### config.mk
export PLATFORM = sky130hd
export DESIGN_NAME = fifo_lane_array_flat
export DESIGN_NICKNAME = d
export VERILOG_FILES = /design/src/rtl/fifo_lane_array_if.sv /design/src/rtl/fifo_lane_array.sv /design/src/flat_wrapper.sv
export SDC_FILE = /design/constraint.sdc
export NUM_CORES = 2
export LEC_CHECK = 0
export ABC_AREA = 1
export BUFFER_PORTS_ARGS = -buffer_cell sky130_fd_sc_hd__buf_4
export CAP_MARGIN = 10
export CORE_MARGIN = 2
export CORE_UTILIZATION = 63
export CTS_CLUSTER_DIAMETER = 100
export DETAILED_ROUTE_END_ITERATION = 7
export MAX_ROUTING_LAYER = met4
export PLACE_DENSITY = 0.91
export SLEW_MARGIN = 20
export SYNTH_ARGS = -nofsm -noshare
export SYNTH_HDL_FRONTEND = slang
export SYNTH_SLANG_ARGS = --single-unit
### constraint.sdc
create_clock -name clk_i -period 4.2 [get_ports clk_i]
set_input_delay 0.63 -clock clk_i [delete_from_list [all_inputs] [get_ports clk_i]]
set_output_delay 0.63 -clock clk_i [all_outputs]
set_load 0.01 [all_outputs]
### src/rtl/fifo_lane_array_if.sv
// Control and status bundle of the FIFO lane self-test array.
// The master side (board logic or a bench) drives run control and reads
// the per-lane status; the slave side is the lane array itself.
interface fifo_lane_array_if #(
    parameter int L    = 4,
    parameter int A    = 3,
    parameter int ERRW = 16
);
    logic                  en_i;
    logic                  mode_i;
    logic [L-1:0]          rd_pause_i;
    logic [L-1:0]          inject_i;
    logic                  clr_i;
    logic [L-1:0]          fifo_err_o;
    logic [L-1:0]          pg_warn_o;
    logic [L*ERRW-1:0]     err_cnt_o;
    logic [L*(A+1)-1:0]    level_o;

    modport master (
        output en_i, mode_i, rd_pause_i, inject_i, clr_i,
        input  fifo_err_o, pg_warn_o, err_cnt_o, level_o
    );

    modport slave (
        input  en_i, mode_i, rd_pause_i, inject_i, clr_i,
        output fifo_err_o, pg_warn_o, err_cnt_o, level_o
    );
endinterface

### src/rtl/fifo_lane_array.sv
// L-lane FIFO self-test array. Each lane runs a pattern generator into a
// synchronous FIFO and a checker that reads the FIFO back and compares it
// with an identically seeded reference generator. Mismatches and generator
// stalls are reported per lane through sticky flags and saturating counters.
module fifo_lane_array #(
    parameter int             W    = 32,
    parameter int             A    = 3,
    parameter int             L    = 4,
    parameter int             ERRW = 16,
    parameter logic [W-1:0]   TAPS = W'(32'h80200003)
) (
    input  logic             clk_i,
    input  logic             rst_n_i,
    fifo_lane_array_if.slave bus
);
    localparam int DEPTH = 2**A;

    // Next pattern word: counter or Fibonacci-style LFSR shifting left.
    function automatic logic [W-1:0] gen_next(input logic [W-1:0] s, input logic lfsr);
        if (lfsr) return {s[W-2:0], ^(s & TAPS)};
        return s + W'(1);
    endfunction

    // Run-start seed: counter starts at 0, LFSR at all-ones (never locks up).
    function automatic logic [W-1:0] gen_seed(input logic lfsr);
        return lfsr ? '1 : '0;
    endfunction

    // Mismatch counter increment that sticks at the maximum value.
    function automatic logic [ERRW-1:0] sat_inc(input logic [ERRW-1:0] c);
        return (&c) ? c : c + ERRW'(1);
    endfunction

    logic en_q;
    logic mode_q;
    logic en_rise;
    logic run;

    // The first enabled cycle only flushes and reseeds; traffic starts after it.
    assign en_rise = bus.en_i & ~en_q;
    assign run     = bus.en_i & en_q;

    // Enable edge detect; the pattern mode is sampled only at run start.
    always_ff @(posedge clk_i or negedge rst_n_i) begin
        if (!rst_n_i) begin
            en_q   <= 1'b0;
            mode_q <= 1'b0;
        end else begin
            en_q <= bus.en_i;
            if (en_rise) mode_q <= bus.mode_i;
        end
    end

    for (genvar i = 0; i < L; i++) begin : g_lane
        logic [W-1:0]    mem [DEPTH];
        logic [A:0]      wr_ptr;
        logic [A:0]      rd_ptr;
        logic [W-1:0]    gen;
        logic [W-1:0]    chk;
        logic            pending;
        logic [W-1:0]    rd_data_p1;
        logic            vld_p1;
        logic [ERRW-1:0] err_cnt;
        logic            fifo_err;
        logic            pg_warn;
        logic            full;
        logic            empty;
        logic            wr;
        logic            rd;
        logic            mismatch;

        // Extra pointer MSB separates full from empty when low bits coincide.
        assign full  = (wr_ptr[A] != rd_ptr[A]) && (wr_ptr[A-1:0] == rd_ptr[A-1:0]);
        assign empty = (wr_ptr == rd_ptr);
        // Write gate uses the pre-read full flag, so full+read only drains.
        assign wr    = run && !full;
        assign rd    = run && !empty && !bus.rd_pause_i[i];
        assign mismatch = run && vld_p1 && (rd_data_p1 != chk);

        // Storage write and registered read port (stage p0 -> p1).
        always_ff @(posedge clk_i) begin
            if (wr) mem[wr_ptr[A-1:0]] <= gen ^ W'(pending);
            if (rd) rd_data_p1 <= mem[rd_ptr[A-1:0]];
        end

        // Pointers, generator, reference and injection bookkeeping.
        always_ff @(posedge clk_i or negedge rst_n_i) begin
            if (!rst_n_i) begin
                wr_ptr  <= '0;
                rd_ptr  <= '0;
                gen     <= '0;
                chk     <= '0;
                vld_p1  <= 1'b0;
                pending <= 1'b0;
            end else begin
                if (en_rise) begin
                    wr_ptr <= '0;
                    rd_ptr <= '0;
                    gen    <= gen_seed(bus.mode_i);
                    chk    <= gen_seed(bus.mode_i);
                    vld_p1 <= 1'b0;
                end else begin
                    if (wr) begin
                        wr_ptr <= wr_ptr + 1'b1;
                        gen    <= gen_next(gen, mode_q);
                    end
                    if (rd) rd_ptr <= rd_ptr + 1'b1;
                    vld_p1 <= rd;
                    // Reference steps on every compare, never resyncs.
                    if (run && vld_p1) chk <= gen_next(chk, mode_q);
                end
                // At most one injection outstanding; it is consumed by the next write.
                pending <= pending ? !wr : bus.inject_i[i];
            end
        end

        // Sticky status and saturating mismatch count; clear wins over events.
        always_ff @(posedge clk_i or negedge rst_n_i) begin
            if (!rst_n_i) begin
                err_cnt  <= '0;
                fifo_err <= 1'b0;
                pg_warn  <= 1'b0;
            end else if (bus.clr_i) begin
                err_cnt  <= '0;
                fifo_err <= 1'b0;
                pg_warn  <= 1'b0;
            end else begin
                if (mismatch) begin
                    err_cnt  <= sat_inc(err_cnt);
                    fifo_err <= 1'b1;
                end
                if (run && full) pg_warn <= 1'b1;
            end
        end

        assign bus.fifo_err_o[i]                 = fifo_err;
        assign bus.pg_warn_o[i]                  = pg_warn;
        assign bus.err_cnt_o[i*ERRW +: ERRW]     = err_cnt;
        assign bus.level_o[i*(A+1) +: A+1]       = wr_ptr - rd_ptr;
    end
endmodule

### src/flat_wrapper.sv
// flat-port wrapper written by rule: the top's interface ports become plain ports
module fifo_lane_array_flat 
#(
    parameter int             W    = 32,
    parameter int             A    = 3,
    parameter int             L    = 4,
    parameter int             ERRW = 16,
    parameter logic [W-1:0]   TAPS = W'(32'h80200003)
)
  (clk_i, rst_n_i, bus_en_i, bus_mode_i, bus_rd_pause_i, bus_inject_i, bus_clr_i, bus_fifo_err_o, bus_pg_warn_o, bus_err_cnt_o, bus_level_o);
  fifo_lane_array_if #(.L(L), .A(A), .ERRW(ERRW)) bus_i ();
  input  logic clk_i;
  input  logic rst_n_i;
  input wire logic [$bits(bus_i.en_i)-1:0] bus_en_i;
  input wire logic [$bits(bus_i.mode_i)-1:0] bus_mode_i;
  input wire logic [$bits(bus_i.rd_pause_i)-1:0] bus_rd_pause_i;
  input wire logic [$bits(bus_i.inject_i)-1:0] bus_inject_i;
  input wire logic [$bits(bus_i.clr_i)-1:0] bus_clr_i;
  output wire logic [$bits(bus_i.fifo_err_o)-1:0] bus_fifo_err_o;
  output wire logic [$bits(bus_i.pg_warn_o)-1:0] bus_pg_warn_o;
  output wire logic [$bits(bus_i.err_cnt_o)-1:0] bus_err_cnt_o;
  output wire logic [$bits(bus_i.level_o)-1:0] bus_level_o;
  assign bus_i.en_i = bus_en_i;
  assign bus_i.mode_i = bus_mode_i;
  assign bus_i.rd_pause_i = bus_rd_pause_i;
  assign bus_i.inject_i = bus_inject_i;
  assign bus_i.clr_i = bus_clr_i;
  assign bus_fifo_err_o = bus_i.fifo_err_o;
  assign bus_pg_warn_o = bus_i.pg_warn_o;
  assign bus_err_cnt_o = bus_i.err_cnt_o;
  assign bus_level_o = bus_i.level_o;
  fifo_lane_array #(.W(W), .A(A), .L(L), .ERRW(ERRW), .TAPS(TAPS)) u_core (.clk_i(clk_i), .rst_n_i(rst_n_i), .bus(bus_i));
endmodule
; ---- Word-level counts from Yosys, hierarchy flattened
; Memories as Yosys holds them, arrays and structs flattened. A register that Yosys moved wholly into a read port is not among the register bits.
; Cells that the tools add are included.
; W data, S select, Z words.
[totals]
in_bits = 13
register_bits = 370
elab_cells = 283
n_memories = 4
output_inout_bits = 88
mem_bits_rw = 1024
[memory_table]
columns = name, words, width, rd, rd_ports_with_merged_regs, write_ports, line_no
row1 = u_core.g_lane[0].mem, 8, 32, 1, 1, 1, fifo_lane_array.sv:55  ; logic [W-1:0] mem [DEPTH];
row2 = u_core.g_lane[1].mem, 8, 32, 1, 1, 1, fifo_lane_array.sv:55
row3 = u_core.g_lane[2].mem, 8, 32, 1, 1, 1, fifo_lane_array.sv:55
row4 = u_core.g_lane[3].mem, 8, 32, 1, 1, 1, fifo_lane_array.sv:55
[op_classes]
n_reduce_logical = 80
muxes = 110
n_eq_ne = 20
bitwise = 7
add_sub_neg = 24
[op_table]
columns = op, count
row1 = $mux W32, 33
row2 = $add A32 B1 Y32 const B, 8
row3 = $reduce_xor A32 Y1, 8
row4 = $mux W16, 12
row5 = $ne A32 B32 Y1, 4
row6 = $xor A32 B1 Y32, 4
row7 = $add A16 B1 Y16 const B, 4
row8 = $mux W4, 16
row9 = $reduce_and A16 Y1, 4
row10 = $mux W1, 49
row11 = $reduce_bool A2 Y1, 20
row12 = $add A4 B1 Y4 const B, 8
row13 = $logic_and A1 B1 Y1, 28
row14 = $eq A4 B4 Y1, 4
row15 = $logic_not A1 Y1, 16
row16 = $sub A4 B4 Y4, 4
row17 = $eq A3 B3 Y1, 4
row18 = $ne A2 B2 Y1 const B, 4
row19 = $reduce_and A2 Y1, 4
row20 = $ne A1 B1 Y1, 4
row21 = $and A1 B1 Y1, 2
row22 = $not A1 Y1, 1

; ---- Depth between registers and ports, before layout
[depth]
ltp_word = 9
ltp_mapped = 14
ltp_nobuf = 12

; ---- Least setup slack after synthesis
; OpenSTA, ideal clock, no wires.
[synth_path]
kind = register to register
from = reg u_core.g_lane[2].rd_ptr[2]
to = mem u_core.g_lane[2].mem[1][0] (enable)
setup_time_ns = 0.421
path_stages_with_launch = 13
required_time_ns = 3.779
n_path_buf = 3
period_less_slack_ns = 3.785
arrival_ns = 3.364
setup_slack_ns = 0.415
cell_sequence = dfrtp_1 > inv_1 > clkbuf_1 > clkbuf_1 > ha_1 > inv_1 > nor3_1 > nand2_1 > nand2_4 > inv_2 > buf_2 > nand2_1 > nor2_1
[synth_via]
elab_chain_len = 6
[synth_lines]
columns = item, line_no
row1 = from (decl), fifo_lane_array.sv:57  ; logic [A:0] rd_ptr;
row2 = from (signal assigned), fifo_lane_array.sv:107  ; if (rd) rd_ptr <= rd_ptr + 1'b1;
row3 = $eq A3 B3 Y1, fifo_lane_array.sv:73  ; assign full = (wr_ptr[A] != rd_ptr[A]) && (wr_ptr[A-1:0] == rd_ptr[A-1:0]);
row4 = $logic_and A1 B1 Y1, fifo_lane_array.sv:73
row5 = $logic_not A1 Y1, fifo_lane_array.sv:76  ; assign wr = run && !full;
row6 = $logic_and A1 B1 Y1, fifo_lane_array.sv:76
row7 = $mux W1, fifo_lane_array.sv:82  ; if (wr) mem[wr_ptr[A-1:0]] <= gen ^ W'(pending);
row8 = $mux W1 (implied by the code), fifo_lane_array.sv:82
row9 = to (decl), fifo_lane_array.sv:55
; Every way passes these cells.

; ---- Worst setup path in the final report
[layout_path]
from = reg u_core.g_lane[1].rd_ptr[0]
to = mem u_core.g_lane[1].mem[5][23] (enable)
[layout_via]
elab_chain_len = 6
[layout_lines]
columns = item, line_no
row1 = from (decl), fifo_lane_array.sv:57
row2 = from (signal assigned), fifo_lane_array.sv:107
row3 = $eq A3 B3 Y1, fifo_lane_array.sv:73
row4 = $logic_and A1 B1 Y1, fifo_lane_array.sv:73
row5 = $logic_not A1 Y1, fifo_lane_array.sv:76
row6 = $logic_and A1 B1 Y1, fifo_lane_array.sv:76
row7 = $mux W1, fifo_lane_array.sv:82
row8 = $mux W1 (implied by the code), fifo_lane_array.sv:82
row9 = to (decl), fifo_lane_array.sv:55
; Every way passes these cells.

==> results.cfg <==
[run_status]
status = finished with violations
failed_checks = design-rule violations

[pwr]
intPower_w = 0.0288
seq_power_share = 0.474
peakVddDrop_mv = 0.400
power_density_mw_per_mm2 = 547
p_sw_frac = 0.327
power_leakage_nw = 29.5
combinationalPowerShare = 0.208
clkPwrFrac = 0.319
p_sw_w = 0.0140

[floorplan]
die_x_um = 340
dieArea_mm2 = 0.116
ios = 101
die_h_um = 340
rows = 123
fp.coreArea_mm2 = 0.112
start_util = 0.634

[global_route]
grt-ovfl-total = 0
grt_pass1_wl_um = 307000
grt_max_degree = 180
track_usage = 0.350
grt_pass1_vias = 54800
antenna_found_initial = 3

[worst_setup_path]
rrSetupSlack_ns = 0.75
cp_top_family = simple AND/OR/NAND/NOR gates
cp_num_buf_inv = 3
crit_end = u_core.g_lane[1].mem[5][23]
critPathLaunch = u_core.g_lane[1].rd_ptr[0]
cp-end-kind = register
critPathRequiredTime_ns = 4.62
worstSetupPathType = reg2reg
critical_path.most_common_cell = nand2_1
slowest_delay_ns = 0.78
crit_cells = 9
cp.arrival_ns = 3.87
critPathLaunchType = register
reg2reg_from = u_core.g_lane[1].rd_ptr[0]
path_cells = ha_1 > inv_1 > nor3_1 > nand2_1 > nand2_4 > inv_2 > nand2_1 > nor2_4 > buf_4
crit_path_max_fanout = 47
reg2regPathDepth = 9
r2r_end = u_core.g_lane[1].mem[5][23]
cp_slowest_cell = dfrtp_4

[placed_design]
dp_hpwl_um = 118000
placed_area_mm2 = 0.0733
dpl.cell_count = 8553
portBuffers = 100
place.gp.congestion = 0.964

[routing]
drt_iter0_markers = 8585
ant_nets = 0
drc = 1
wl_um = 199000
avgRoutedWirePerCell_um = 22.6
vias = 56800
dr.pass1.iters = 8
viasPerCell = 6.43

[logic_synthesis]
ys.flop_type = edfxtp_1
synth.most_common_cell = nor2_1
yosys_warnings = 0
yosys.area.top_type = edfxtp_1
synth_common_cells = nor2_1, edfxtp_1, nand2_1
synth-edff-count = 1152
yosysUniqueCellTypes = 58
yosys-top-cells-area = edfxtp_1, dfrtp_1, nor2_1
syn_inst = 7236
synth_seq_cells = 1522
ys_seq_area_frac = 0.617
syn-num-nets = 7285
synthArstFlopShare = 0.243
synth_area_mm2 = 0.0711
synth_top_area_frac = 0.486
synth_area_per_cell_um2 = 9.83

[clock_tree]
clock_latency_ns = 0.78
clockRootBuffer = clkbuf_16
clock_sinks = 1522
cts_tree = built
h-tree-depth = 4
cts.reportedPaths.clkPinSlew_ns = 0.06
clockBufferDepth = 3
cts_buffers = 151
post_cts_buffers = 0

[sta]
tns_ns = 0
tightest_slew_ns = 1.14
grt_setup_unrepaired = no
max_freq_mhz = 290
period_share = 0.822
post-route-min-period_ns = 3.45
hold_viol = 0
drv_slew = 0
max_slew_margin = 0.238
setup_viol = 0
clock_skew_ns = 0.0391

[cells_and_area]
synthToLayoutAreaGrowth_pct = 10.0
drive_gt1_frac = 0.0791
n_fill_cell = 7286
design_area_mm2 = 0.0783
nNetsFinal = 7257
final_util = 0.698
regArea_mm2 = 0.0439
stdcell_count = 8835
multiInputGateArea_mm2 = 0.0240

[run]
cap_violations = 0

[worst_hold_path]
min_path_type = in2reg
## cells by family (layout without fill, tap and decap cells)
logic type,after synthesis,after routing,synth area share
simple gates,3074,3074,0.179
other cells,0,3,0
flops,1522,1522,0.617
buf+inv,871,967,0.0490
xor+xnor,286,286,0.0352
compound gates,1447,1447,0.113
fa+ha+maj,36,36,0.00676
## per-layer routing
metal | wire length (um) | track usage | vias to the layer above
li1 | - | - | 24800
met1 | 70900 | 0.451 | 26800
met2 | 94800 | 0.543 | 4431
met3 | 24300 | 0.0631 | 772
met4 | 9380 | 0.165 | 0
met5 | 0 | - | -
## state kept, by name, summed over array words and instances (netlist names), 16 cells and up
| name | cells |
|---|---|
| u_core.g_lane.gen | 128 |
| u_core.g_lane.mem | 1024 |
| u_core.g_lane.rd_ptr | 16 |
| u_core.g_lane.err_cnt | 64 |
| u_core.g_lane.chk | 128 |
| u_core.g_lane.wr_ptr | 16 |
| u_core.g_lane.rd_data_p1 | 128 |
## timing repair
action / in CTS / in global routing
endpoints found under the hold margin: 53 / 0
resized for setup: 0 / 0
hold buffers: 2 / 0
## cell usage in the layout (no fill, tap or decap), types with 131 or more instances in the layout
cell type and instances:
nor2_1 1343, nand3_1 311, xor2_1 165, clkbuf_16 156, dfrtp_1 361, a31oi_1 133, nor3_1 140, o22ai_1 131
edfxtp_1 1152, o21ai_0 715, inv_1 448, a21oi_1 222, buf_4 180, nand2_1 1087
## per-stage QoR
step	setup slack (ns)	hold slack, ns	power [W]
floorplan	0.415	0.334	0.0257
global placement	1.04	0.472	0.0283
detailed placement	0.915	0.486	0.0289
CTS	0.861	0.116	0.0425
global route	0.673	0.153	0.0443
finish	0.747	0.139	0.0428
## how the worst min path moves through the flow
stage                               start                    endpoint  slack, ns  cells after the start
2_1_floorplan                     rst_n_i                 u_core.en_q       0.33                      0
3_3_place_gp   u_core.g_lane[0].wr_ptr[3]  u_core.g_lane[0].wr_ptr[3]       0.47                      1
3_5_place_dp     u_core.g_lane[2].pending    u_core.g_lane[2].pending       0.49                      1
4_1_cts                   bus_inject_i[0]    u_core.g_lane[0].pending       0.12                      3
5_1_grt                   bus_inject_i[1]    u_core.g_lane[1].pending       0.15                      3
6_report                  bus_inject_i[3]    u_core.g_lane[3].pending       0.14                      3
## final cells by class
type | count | area share
diodes | 3 | 0.0000959
clock buffers | 210 | 0.0540
clock inverters | 67 | 0.00908
inverters | 494 | 0.0240
multi-input cells | 4843 | 0.307
flip-flops and latches | 1522 | 0.561
well taps | 1500 | 0.0240
repair buffers | 196 | 0.0210
## worst reg2reg max path: cells and delay by family, from the launching register on
kind,cells,cell delay [ns]
buffers and inverters,3,0.72
and+or+nand+nor,5,1.26
adders and majority gates,1,0.34
DFF,1,0.78
## power groups by stage
stage / sequential (W) / combinational [W] / clock (W)
final: 0.0203 / 0.00889 / 0.0137
after global routing: 0.0204 / 0.00970 / 0.0142
after CTS: 0.0202 / 0.00869 / 0.0136
after detailed placement: 0.0204 / 0.00844 / 0
after global placement: 0.0203 / 0.00798 / 0
after floorplan: 0.0195 / 0.00620 / 0
Note: power is estimated with default switching activity, not from simulation.
